$ cat config.mk
export PLATFORM = sky130hd
export DESIGN_NAME = branch_stall_ctrl
export DESIGN_NICKNAME = d
export VERILOG_FILES = /design/src/rtl/branch_stall_ctrl.sv
export SDC_FILE = /design/constraint.sdc
export NUM_CORES = 1
export LEC_CHECK = 0
export ABC_AREA = 1
export CORE_MARGIN = 2
export CORE_UTILIZATION = 47
export DETAILED_ROUTE_END_ITERATION = 7
export PLACE_DENSITY = 0.84
export SETUP_SLACK_MARGIN = 0.3
export SLEW_MARGIN = 0
export SYNTH_ARGS = -nofsm -noshare
export SYNTH_HDL_FRONTEND = slang
export SYNTH_SLANG_ARGS = --single-unit
$ cat constraint.sdc
create_clock -name clk -period 4.3 [get_ports clk]
set_clock_uncertainty 0.1 [all_clocks]
set_input_delay 1.075 -clock clk [delete_from_list [all_inputs] [get_ports clk]]
set_output_delay 1.075 -clock clk [all_outputs]
set_load 0.005 [all_outputs]
$ cat src/rtl/branch_stall_ctrl.sv
// Branch stall controller: freezes the PC and squashes IF/ID while a branch
// detected in ID waits for EX to resolve it, then redirects (taken) or
// resumes fetch (not taken). Also keeps sticky protocol error flags and a
// saturating stall-cycle counter.
module branch_stall_ctrl #(
    parameter int unsigned WIDTH_DATA_LENGTH = 32,
    parameter int unsigned MAX_WAIT          = 8,
    parameter int unsigned CNT_WIDTH         = 16
) (
    input  logic                         clk,
    input  logic                         rst,
    input  logic                         Br_Detected,
    input  logic                         Br_Resolved,
    input  logic                         Br_Taken,
    input  logic [WIDTH_DATA_LENGTH-1:0] Br_Target,
    output logic                         PC_Stall,
    output logic                         IF_ID_Bubble,
    output logic                         PC_Sel,
    output logic [WIDTH_DATA_LENGTH-1:0] PC_Target,
    output logic                         Timeout,
    output logic                         Spurious,
    output logic [CNT_WIDTH-1:0]         Stall_Cycles
);

    localparam int unsigned WCW = (MAX_WAIT > 2) ? $clog2(MAX_WAIT) : 1;
    localparam logic [WCW-1:0] WAIT_LAST = WCW'(MAX_WAIT - 1);

    typedef enum logic [1:0] {
        IDLE     = 2'd0,
        WAIT     = 2'd1,
        REDIRECT = 2'd2
    } state_t;

    state_t         state;
    logic [WCW-1:0] wait_cnt;

    // Control FSM; the stall/bubble/select outputs are registered together
    // with the state so they always equal a decode of the current state.
    always_ff @(posedge clk) begin
        if (rst) begin
            state        <= IDLE;
            wait_cnt     <= '0;
            PC_Target    <= '0;
            Timeout      <= 1'b0;
            Spurious     <= 1'b0;
            PC_Stall     <= 1'b0;
            IF_ID_Bubble <= 1'b0;
            PC_Sel       <= 1'b0;
        end else begin
            case (state)
                IDLE: begin
                    if (Br_Resolved) begin
                        Spurious <= 1'b1;
                    end
                    if (Br_Detected) begin
                        state        <= WAIT;
                        wait_cnt     <= '0;
                        PC_Stall     <= 1'b1;
                        IF_ID_Bubble <= 1'b1;
                        PC_Sel       <= 1'b0;
                    end
                end
                WAIT: begin
                    wait_cnt <= wait_cnt + 1'b1;
                    if (Br_Resolved) begin
                        if (Br_Taken) begin
                            state        <= REDIRECT;
                            PC_Target    <= Br_Target;
                            PC_Stall     <= 1'b0;
                            IF_ID_Bubble <= 1'b1;
                            PC_Sel       <= 1'b1;
                        end else begin
                            state        <= IDLE;
                            PC_Stall     <= 1'b0;
                            IF_ID_Bubble <= 1'b0;
                            PC_Sel       <= 1'b0;
                        end
                    end else if (wait_cnt == WAIT_LAST) begin
                        state        <= IDLE;
                        Timeout      <= 1'b1;
                        PC_Stall     <= 1'b0;
                        IF_ID_Bubble <= 1'b0;
                        PC_Sel       <= 1'b0;
                    end
                end
                REDIRECT: begin
                    if (Br_Resolved) begin
                        Spurious <= 1'b1;
                    end
                    state        <= IDLE;
                    PC_Stall     <= 1'b0;
                    IF_ID_Bubble <= 1'b0;
                    PC_Sel       <= 1'b0;
                end
                default: begin
                    state        <= IDLE;
                    PC_Stall     <= 1'b0;
                    IF_ID_Bubble <= 1'b0;
                    PC_Sel       <= 1'b0;
                end
            endcase
        end
    end

    // Saturating count of cycles spent stalled in WAIT.
    always_ff @(posedge clk) begin
        if (rst) begin
            Stall_Cycles <= '0;
        end else if (state == WAIT && Stall_Cycles != '1) begin
            Stall_Cycles <= Stall_Cycles + 1'b1;
        end
    end

endmodule

==> reports/results.ini <==
[outcome]
status = complete, no violations

[yosys]
ys_ff_latch = 57
synth_compound_area_share_pct = 11.3
syn_area_sq_mm = 0.00244
synth_edf_count = 0
ys_top_cells_by_count = nor2_1, dfxtp_1, nand2_1
synthTopCellsByArea = dfxtp_1, nor2_1, nand2_1
yosys_warnings = 0
synth_seq_area_share_pct = 46.8
synth_top_area_share_pct = 46.8
synthMuxAreaShare_pct = 0
yosysTopAreaCell = dfxtp_1
yosys.cell_count.top_type = nor2_1
synth_top_family_by_area = simple AND/OR/NAND/NOR gates
synth_xor_area_share_pct = 0
synthSimpleGateAreaFrac_pct = 34.2
synthAdderAreaFrac_pct = 1.54
synth_cell_types = 26
async_reset_ff_share_pct = 0
synth_area_per_cell_sq_um = 7.24
syn_nets = 377
synthFlopType = dfxtp_1
synth_cells = 337

[route]
vias = 2506
ant_nets = 0
drtIter0Drc = 134
drc_errors = 0
avgRoutedWirePerCell_um = 12.2
dr.pass1.iters = 4
routed_wl_um = 6140
viasPerCell = 5.00

[cts]
htreeDepth = 3
cts.reportedPaths.clkPinSlew_ps = 60
cts_root_buf = clkbuf_8
ctsHoldBuffers = 0
clkSinkCount = 57
clk_latency_ps = 330
cts_tree = built
cts_resized = 0
post-cts-setup-buffers = 0
clk_path_buf_depth = 2
cts-buffers-inserted = 9

[power_and_ir_drop]
p_per_area_mw_per_mm2 = 346
p_leak_nw = 1.39
p_total_mw = 1.24
vdd_ir_drop_max_mv = 0.246

[worst_setup_path]
worstSetupPathType = in2reg
cpPeakStageDelay_ps = 640
path_cells = clkdlybuf4s50_1 -> nand3_2 -> inv_2 -> nor2_1 -> nor2_1
cp-start-kind = input port
cp.required_ps = 4460
cpMostUsedCell = nor2_1
critPathCaptureType = flip-flop
slowest_stage = inv_2
crit_fanout = 36
crit_arrival_ps = 2980

[global_route]
busiest_layer = met2
gr-usage-met1_pct = 24.2
grt_util_met3_pct = 5.21
grt_max_degree = 39
met2_usage_pct = 35.2
antenna_found_initial = 0
grt_first_pass_wirelength_um = 9870
overflow = 0
grt_util_all_layers_pct = 21.2
grt_pass1_vias = 2263

[placed_design]
place_congestion = 0.807
place_worst_setup_slack_ps = 1180
place_hpwl_um = 4350
portBuffers = 89

[run]
maxCapViolCount = 0

[finish]
synthToLayoutAreaGrowth_pct = 47.5
num-nets-final = 466
drive_above_1_share_pct = 10.2
n_antenna_cell = 0

[timing]
fin_crit_sh_pct = 65.7
layout_min_cycle_time_ps = 2820
worst_pin_slew_ps = 581
slew_headroom_pct = 61.2
tns_ps = 0
setup_viol = 0
finalMaxSlewViolations = 0
rsz0062_at_grt = false
worst_slack_ps = 1480
final-hold-violation-count = 0
max_freq_ghz = 0.354

[die]
dieArea_sq_mm = 0.00578
core_area_sq_mm = 0.00504
start_util_pct = 48.4
die_w_um = 76.0
io_pins = 90
std_cell_rows = 26
die_h_um = 76.0

[worst_hold_path]
hold_class = reg2reg

-- worst paths after layout --
check,start,endpoint,slack [ps],depth (start not counted)
worst min-delay path,PC_Sel,PC_Sel,370,2
worst max-delay path,Br_Resolved,PC_Target[13],1480,5
worst max register to register,PC_Stall,PC_Target[13],1950,6
worst min register to register,PC_Sel,PC_Sel,370,2
-- report_power, final --
part           switching, mW  internal, mW
registers             0.0108         0.545
logic                 0.0527        0.0714
clock network          0.209         0.355
total                  0.273         0.972
-- area by class of cell --
class | count | area, sq um
fillers | 387 | 1450
multi-input cells | 244 | 1150
flip-flops and latches | 57 | 1140
repair buffers | 90 | 898
clock buffers | 11 | 151
inverters | 24 | 92.6
well taps | 70 | 87.6
clock inverters | 5 | 77.6
-- worst max-delay path: cells and delay by family --
family	cells	cell delay, ps
buffers and inverters	2	1170
AND/OR/NAND/NOR	3	720
-- sequential cells by signal (all words and copies together), names as in the netlist --
name / flops
Spurious: 1
Timeout: 1
Stall_Cycles: 16
wait_cnt: 3
PC_Sel: 1
PC_Stall: 1
IF_ID_Bubble: 1
PC_Target: 32
state: 1
-- metrics by stage --
step / util [%] / area [sq um] / hold WS, ps / std cells
final: 71.3 / 3600 / 366 / 501
after global routing: 71.3 / 3600 / 385 / 501
after CTS: 71.3 / 3600 / 368 / 501
after detailed placement: 66.8 / 3370 / 356 / 485
after global placement: 66.8 / 3370 / 350 / 485
after floorplan: - / 2440 / 333 / 337
-- placed cells by master, fill, tap and decap left out, types with 4 or more instances in the layout --
cell and n:
dfxtp_1 57, clkdlybuf4s50_1 89, inv_2 7, clkbuf_8 11, nand3_1 14, o21ai_0 34
o21ai_1 4, nor2_4 7, nand4_1 4, nor2_1 101, nand2_1 46, nand2_2 5
inv_1 15, a21oi_1 13
-- routing by layer --
layer  share of wire [%]  up-vias  wire length, um
met5                   0        -                0
met4                 4.0        0              247
met3                 6.5       23              397
met2                  48       93             2930
met1                  42     1139             2570
li1                    -     1251                -
-- kinds of logic after synthesis --
| family | Yosys count |
|---|---|
| AND/OR/NAND/NOR | 187 |
| flip-flops | 57 |
| AO/OA/AOI/OAI | 54 |
| buffers and inverters | 36 |
| adder cells (fa/ha/maj) | 3 |
(Power assumes the default switching activity.)
